`config.mk`:
```
export PLATFORM = sky130hd
export DESIGN_NAME = exception_sequencer_flat
export DESIGN_NICKNAME = d
export VERILOG_FILES = /design/src/rtl/exception_sequencer_if.sv /design/src/rtl/exception_sequencer.sv /design/src/flat_wrapper.sv
export SDC_FILE = /design/constraint.sdc
export NUM_CORES = 1
export LEC_CHECK = 0
export ABC_AREA = 1
export ABC_CLOCK_PERIOD_IN_PS = 3100
export CAP_MARGIN = 20
export CORE_MARGIN = 4
export CORE_UTILIZATION = 45
export CTS_BUF_LIST = sky130_fd_sc_hd__clkbuf_16
export DETAILED_ROUTE_END_ITERATION = 8
export GPL_ROUTABILITY_DRIVEN = 0
export HOLD_SLACK_MARGIN = 0.05
export PLACE_DENSITY = 0.89
export SYNTH_ARGS = -nofsm -noshare
export SYNTH_HDL_FRONTEND = slang
export SYNTH_SLANG_ARGS = --single-unit
```
`constraint.sdc`:
```
create_clock -name clk -period 3.1 [get_ports clk]
set_input_delay 0.93 -clock clk [delete_from_list [all_inputs] [get_ports clk]]
set_output_delay 0.93 -clock clk [all_outputs]
set_load 0.05 [all_outputs]
```
`src/rtl/exception_sequencer_if.sv`:
```
// Exception sequencer bus bundle: event inputs, PC/memory data in, and the
// sequencer's select/strobe/data outputs.
//   master : core side (drives events, pc_in, mem_rdata; observes outputs)
//   slave  : exception_sequencer
interface exception_sequencer_if;
  logic        exc_noop;
  logic        exc_ovfl;
  logic        exc_div0;
  logic [31:0] pc_in;
  logic [31:0] mem_rdata;
  logic [2:0]  src_add_mem;
  logic        epc_wr;
  logic [31:0] epc_out;
  logic        pc_wr;
  logic [31:0] pc_out;
  logic        exc_active;
  logic [1:0]  exc_cause;
  logic        exc_done;

  modport master (
    output exc_noop, exc_ovfl, exc_div0, pc_in, mem_rdata,
    input  src_add_mem, epc_wr, epc_out, pc_wr, pc_out, exc_active, exc_cause, exc_done
  );

  modport slave (
    input  exc_noop, exc_ovfl, exc_div0, pc_in, mem_rdata,
    output src_add_mem, epc_wr, epc_out, pc_wr, pc_out, exc_active, exc_cause, exc_done
  );
endinterface

```
`src/rtl/exception_sequencer.sv`:
```
// Multicycle CPU exception-entry sequencer (NOOP / OVFL / DIV0).
// Steers the memory address select onto the cause vector, writes EPC, waits
// out memory latency, then loads PC with the zero-extended handler byte.
// Ports:
//   clk, rst_n : clock (rising edge), asynchronous active-low reset
//   excBus     : exception_sequencer_if.slave (events, pc_in, mem_rdata in;
//                src_add_mem, epc_wr/epc_out, pc_wr/pc_out, exc_active,
//                exc_cause, exc_done out; all outputs registered)
// Optional macro EXC_PEND_EN: remember events raised while busy and service
// them from IDLE with the same priority.
module exception_sequencer #(
  parameter int unsigned MEM_LAT    = 1,        // 1..15
  parameter logic [31:0] EPC_OFFSET = 32'd4
) (
  input  logic                  clk,
  input  logic                  rst_n,
  exception_sequencer_if.slave  excBus
);

  localparam int unsigned CNT_W = 4;

  typedef enum logic [2:0] {
    S_IDLE, S_SAVE_EPC, S_WAIT, S_LOAD_PC, S_DONE
  } state_t;

  state_t             state;
  logic [CNT_W-1:0]   waitCnt;
  logic [2:0]         srcAddMem;
  logic               epcWr;
  logic [31:0]        epcOut;
  logic               pcWr;
  logic [31:0]        pcOut;
  logic               excActive;
  logic [1:0]         excCause;
  logic               excDone;

  // Raw events packed as {div0, ovfl, noop}
  logic [2:0] evtRaw;
  logic [2:0] evtEff;
  logic [1:0] selCause;

  assign evtRaw = {excBus.exc_div0, excBus.exc_ovfl, excBus.exc_noop};

  // Upper read-data bits are not part of the handler address
  logic unusedRdata;
  assign unusedRdata = ^excBus.mem_rdata[31:8];

`ifdef EXC_PEND_EN
  logic [2:0] pendQ;
  logic [2:0] servMask;

  assign evtEff = evtRaw | pendQ;

  // One-hot of the event being accepted this cycle (zero when none)
  always_comb begin
    servMask = 3'b000;
    unique case (selCause)
      2'b01:   servMask = 3'b001;
      2'b10:   servMask = 3'b010;
      2'b11:   servMask = 3'b100;
      default: servMask = 3'b000;
    endcase
  end

  // Accumulate events seen while busy; drop only the serviced one on accept
  always_ff @(posedge clk or negedge rst_n) begin
    if (!rst_n) begin
      pendQ <= 3'b000;
    end else if (state != S_IDLE) begin
      pendQ <= pendQ | evtRaw;
    end else begin
      pendQ <= pendQ & ~servMask;
    end
  end
`else
  assign evtEff = evtRaw;
`endif

  // Priority encode: noop > div0 > ovfl
  always_comb begin
    selCause = 2'b00;
    if (evtEff[0])      selCause = 2'b01;
    else if (evtEff[2]) selCause = 2'b11;
    else if (evtEff[1]) selCause = 2'b10;
  end

  // Cause code to vector-address select
  function automatic logic [2:0] causeToSrc(input logic [1:0] cause);
    unique case (cause)
      2'b01:   causeToSrc = 3'b010;
      2'b10:   causeToSrc = 3'b011;
      2'b11:   causeToSrc = 3'b100;
      default: causeToSrc = 3'b000;
    endcase
  endfunction

  // Sequencer FSM with registered outputs
  always_ff @(posedge clk or negedge rst_n) begin
    if (!rst_n) begin
      state     <= S_IDLE;
      waitCnt   <= '0;
      srcAddMem <= 3'b000;
      epcWr     <= 1'b0;
      epcOut    <= '0;
      pcWr      <= 1'b0;
      pcOut     <= '0;
      excActive <= 1'b0;
      excCause  <= 2'b00;
      excDone   <= 1'b0;
    end else begin
      epcWr   <= 1'b0;
      pcWr    <= 1'b0;
      excDone <= 1'b0;
      unique case (state)
        S_IDLE: begin
          srcAddMem <= 3'b000;
          if (selCause != 2'b00) begin
            // EPC is formed from pc_in captured at acceptance
            state     <= S_SAVE_EPC;
            excCause  <= selCause;
            srcAddMem <= causeToSrc(selCause);
            epcWr     <= 1'b1;
            epcOut    <= excBus.pc_in - EPC_OFFSET;
            excActive <= 1'b1;
          end
        end
        S_SAVE_EPC: begin
          state   <= S_WAIT;
          waitCnt <= CNT_W'(MEM_LAT);
        end
        S_WAIT: begin
          waitCnt <= waitCnt - CNT_W'(1);
          // Read data is valid in the last WAIT cycle; capture it into PC
          if (waitCnt <= CNT_W'(1)) begin
            state <= S_LOAD_PC;
            pcWr  <= 1'b1;
            pcOut <= {24'b0, excBus.mem_rdata[7:0]};
          end
        end
        S_LOAD_PC: begin
          state     <= S_DONE;
          excDone   <= 1'b1;
          srcAddMem <= 3'b000;
        end
        S_DONE: begin
          state     <= S_IDLE;
          excActive <= 1'b0;
        end
        default: begin
          state     <= S_IDLE;
          srcAddMem <= 3'b000;
          excActive <= 1'b0;
        end
      endcase
    end
  end

  assign excBus.src_add_mem = srcAddMem;
  assign excBus.epc_wr      = epcWr;
  assign excBus.epc_out     = epcOut;
  assign excBus.pc_wr       = pcWr;
  assign excBus.pc_out      = pcOut;
  assign excBus.exc_active  = excActive;
  assign excBus.exc_cause   = excCause;
  assign excBus.exc_done    = excDone;

endmodule
```
`src/flat_wrapper.sv`:
```
// flat-port wrapper written by rule: the top's interface ports become plain ports
module exception_sequencer_flat 
#(
  parameter int unsigned MEM_LAT    = 1,                
  parameter logic [31:0] EPC_OFFSET = 32'd4
)
  (clk, rst_n, excBus_exc_noop, excBus_exc_ovfl, excBus_exc_div0, excBus_pc_in, excBus_mem_rdata, excBus_src_add_mem, excBus_epc_wr, excBus_epc_out, excBus_pc_wr, excBus_pc_out, excBus_exc_active, excBus_exc_cause, excBus_exc_done);
  exception_sequencer_if excBus_i ();
  input  logic clk;
  input  logic rst_n;
  input wire logic [$bits(excBus_i.exc_noop)-1:0] excBus_exc_noop;
  input wire logic [$bits(excBus_i.exc_ovfl)-1:0] excBus_exc_ovfl;
  input wire logic [$bits(excBus_i.exc_div0)-1:0] excBus_exc_div0;
  input wire logic [$bits(excBus_i.pc_in)-1:0] excBus_pc_in;
  input wire logic [$bits(excBus_i.mem_rdata)-1:0] excBus_mem_rdata;
  output wire logic [$bits(excBus_i.src_add_mem)-1:0] excBus_src_add_mem;
  output wire logic [$bits(excBus_i.epc_wr)-1:0] excBus_epc_wr;
  output wire logic [$bits(excBus_i.epc_out)-1:0] excBus_epc_out;
  output wire logic [$bits(excBus_i.pc_wr)-1:0] excBus_pc_wr;
  output wire logic [$bits(excBus_i.pc_out)-1:0] excBus_pc_out;
  output wire logic [$bits(excBus_i.exc_active)-1:0] excBus_exc_active;
  output wire logic [$bits(excBus_i.exc_cause)-1:0] excBus_exc_cause;
  output wire logic [$bits(excBus_i.exc_done)-1:0] excBus_exc_done;
  assign excBus_i.exc_noop = excBus_exc_noop;
  assign excBus_i.exc_ovfl = excBus_exc_ovfl;
  assign excBus_i.exc_div0 = excBus_exc_div0;
  assign excBus_i.pc_in = excBus_pc_in;
  assign excBus_i.mem_rdata = excBus_mem_rdata;
  assign excBus_src_add_mem = excBus_i.src_add_mem;
  assign excBus_epc_wr = excBus_i.epc_wr;
  assign excBus_epc_out = excBus_i.epc_out;
  assign excBus_pc_wr = excBus_i.pc_wr;
  assign excBus_pc_out = excBus_i.pc_out;
  assign excBus_exc_active = excBus_i.exc_active;
  assign excBus_exc_cause = excBus_i.exc_cause;
  assign excBus_exc_done = excBus_i.exc_done;
  exception_sequencer #(.MEM_LAT(MEM_LAT), .EPC_OFFSET(EPC_OFFSET)) u_core (.clk(clk), .rst_n(rst_n), .excBus(excBus_i));
endmodule
```
==> reports/results.ini <==
[sta]
finalSetupTns_ps = 0
rsz0062_at_grt = no
slew_headroom_pct = 53.56
fin_ws_ps = 674.5
post-route-min-period_ps = 2426
fmax_mhz = 412.3
fin_crit_sh_pct = 78.24
fin_skew_ps = 4.808
hold_violations = 0
finalSetupViolCount = 0
drv_slew = 0
tightest_slew_ps = 696.6

[floorplan]
die_w_microns = 91.53
die_h_microns = 91.53
num_rows = 30
core-area_sq_um = 6794
ios = 142
dieArea_sq_um = 8377
start_util_pct = 46.21

[critical_path]
cp-start-kind = input pin
crit_path_top_delay_cell = clkdlybuf4s50_1
critical_path_class = in -> reg
crit_path_end_kind = flop
critPathRequiredTime_ps = 3310
critPathTopFamily = buffers and inverters
critPathBufInv = 3
cp.arrival_ps = 2640
crit_chain = clkdlybuf4s50_1 > o21ai_0 > ha_1 > nor2_2 > inv_2 > buf_4 > nand2_1 > o21ai_1
slowest_delay_ps = 430
cp_max_fo = 20

[yosys]
synth-xor-area-share_pct = 3.348
yosys.area.top_type = dfrtp_1
syn_area_sq_um = 3139
yosys.area_share.simple_pct = 31.69
ys_types = 28
synth_top_family_by_area = simple AND/OR/NAND/NOR gates
synth_area_leaders = dfrtp_1, nand2_1, nor2_1
synth_compound_area_share_pct = 7.453
yosys_warnings = 0
yosysSeqAreaShare_pct = 44.64
syn_inst = 411
synth_top_area_share_pct = 44.64
ys_ff_latch = 56
synth_mux_area_share_pct = 0
synthAdderAreaFrac_pct = 1.993
synth.avg_cell_area_sq_um = 7.638

[power]
cellPowerDensity_nw_per_um2 = 1083
combinationalPowerShare_pct = 59.8
power_frac_seq_pct = 28.1
intPower_w = 0.002265
p_switching_w = 0.002326
p_clk_share_pct = 12.1
p_leak_nw = 1.971
swShare_pct = 50.67
peakVddDrop_mv = 0.4693

[global_routing]
grt.overflow.total = 0
grt_pass1_wl_microns = 13050
grt_pass1_vias = 2890
grt_max_degree = 57
track_usage_pct = 18.93
antenna_found_initial = 0

[clock_tree]
cts_resized = 0
root_buffer = clkbuf_16
insertion_delay_ps = 290
cts_max_level = 2
cts.path.max_buffers = 2
clock-sinks = 56
cts_setup_buffers = 0
cts_made_buffers = 5
cts_tree = yes
path_clk_slew_ps = 70
postCtsHoldBufs = 0

[routing]
drt_iter0_drc = 116
first_pass_iters = 4
routed_wl_microns = 7795
vias_per_cell = 4.762
ant_nets = 0
wl_per_cell_microns = 12.91
drc_errors = 0
num_vias = 2876

[layout]
instances_no_fill = 604
antenna_cells = 0
final_cell_mix = nand2_1, clkdlybuf4s50_1, dfrtp_1, nor2_1, inv_1
layout_commonest_cell = nand2_1
final_nets = 581
syn_to_final_growth_pct = 35.03
drive_gt1_share_pct = 6.299

[flow_run]
drv_cap = 0

[placed_design]
dp_hpwl_microns = 6081
place_inst = 596
pre_cts_ws_ps = 374.2
io_buffers = 93

[run_status]
status = finished clean

[min_path]
hold_class = reg -> reg

==> worst register-to-register path, cell delays in order, from the launching register on <==
cell and delay (ps):
dfrtp_1 390, inv_1 80, ha_1 230, o21ai_0 330, nor2_4 120, inv_2 170
nand2_1 80, nand2_1 60
==> through the flow <==
stage                     util (%)  cell area, sq um  hold slack (ps)  power, W
final                        62.39              4239            475.1  0.004591
after global routing         62.39              4239            498.1  0.004866
after CTS                    62.39              4239            475.9  0.004638
after detailed placement     60.24              4093            458.7  0.004067
after global placement       60.24              4093            452.5  0.003997
after floorplan                  -              3226            472.2  0.003162
==> layer usage <==
layer,up-vias,GRT usage (%),part of all wire (%)
li1,1441,-,-
met1,1320,22.70,42
met2,98,33.11,50
met3,17,3.894,6.2
met4,0,7.161,2.4
met5,-,0,0
==> cell usage after synthesis <==
| cell type | number |
|---|---|
| o21ai_2 | 1 |
| nand3_1 | 24 |
| conb_1 | 1 |
| a21oi_1 | 3 |
| nand4_1 | 7 |
| xor2_1 | 10 |
| nor2_2 | 5 |
| a21o_1 | 1 |
| nor2_4 | 4 |
| o31ai_1 | 1 |
| buf_4 | 24 |
| dfrtp_1 | 56 |
| nor3_2 | 1 |
| nor2_1 | 53 |
| buf_2 | 6 |
| or2_2 | 1 |
| o21ai_1 | 15 |
| buf_6 | 1 |
| o21bai_1 | 8 |
| a2bb2oi_1 | 2 |
| inv_2 | 3 |
| o22ai_1 | 2 |
| o21ai_0 | 6 |
| nand2_1 | 137 |
| nand2_2 | 4 |
| xnor2_1 | 2 |
| ha_1 | 5 |
| inv_1 | 28 |
==> state kept, by name, summed over array words and instances, names as in the netlist <==
| signal | count |
|---|---|
| u_core.excBus.pc_wr | 1 |
| u_core.excBus.exc_cause | 2 |
| u_core.excBus.src_add_mem | 3 |
| u_core.excBus.pc_out | 8 |
| u_core.waitCnt | 4 |
| u_core.excBus.exc_done | 1 |
| u_core.state | 3 |
| u_core.excBus.exc_active | 1 |
| u_core.excBus.epc_wr | 1 |
| u_core.excBus.epc_out | 32 |
==> cells by family (layout without fill, tap and decap cells) <==
kind of cell / after synthesis / in the layout
adders and majority gates: 5 / 5
buffers and inverters: 62 / 136
and+or+nand+nor: 236 / 236
AOI/OAI and AO/OA: 39 / 39
DFF: 56 / 56
xor gates and xnor gates: 12 / 12
other: 1 / 24
==> final cells by class <==
| cell class | instances | area [sq um] |
|---|---|---|
| Clock buffer | 5 | 125.1 |
| Multi-Input combinational cell | 316 | 1486 |
| Sequential cell | 56 | 1401 |
| Fill cell | 594 | 2555 |
| Timing Repair Buffer | 97 | 968.4 |
| Inverter | 31 | 116.4 |
| Clock inverter | 3 | 21.27 |
| Tap cell | 96 | 120.1 |
==> power by group through the flow <==
stage               registers, W  clock network (W)  logic, W
global route             0.00134           0.000599   0.00293
global placement         0.00128                  0   0.00271
detailed placement       0.00130                  0   0.00277
floorplan                0.00234                  0  0.000817
finish                   0.00129           0.000556   0.00274
CTS                      0.00129           0.000573   0.00277
==> path summary, 6_finish.rpt <==
path	startpoint	to	slack, ps	cells after the start
max	excBus_exc_div0	u_core.excBus.epc_out[18]$_DFFE_PN0P_	670	8
min	u_core.excBus.pc_out[4]$_DFFE_PN0P_	u_core.excBus.pc_out[4]$_DFFE_PN0P_	480	2
max reg2reg	u_core.waitCnt[0]$_DFFE_PN0P_	u_core.excBus.pc_out[7]$_DFFE_PN0P_	1580	7
min reg2reg	u_core.excBus.pc_out[4]$_DFFE_PN0P_	u_core.excBus.pc_out[4]$_DFFE_PN0P_	480	2
max in group asynchronous	rst_n	u_core.excBus.epc_out[28]$_DFFE_PN0P_	1870	2
min in group asynchronous	rst_n	u_core.excBus.src_add_mem[0]$_DFFE_PN0N_	760	2
No activity file was read; power rests on OpenSTA's default activity.
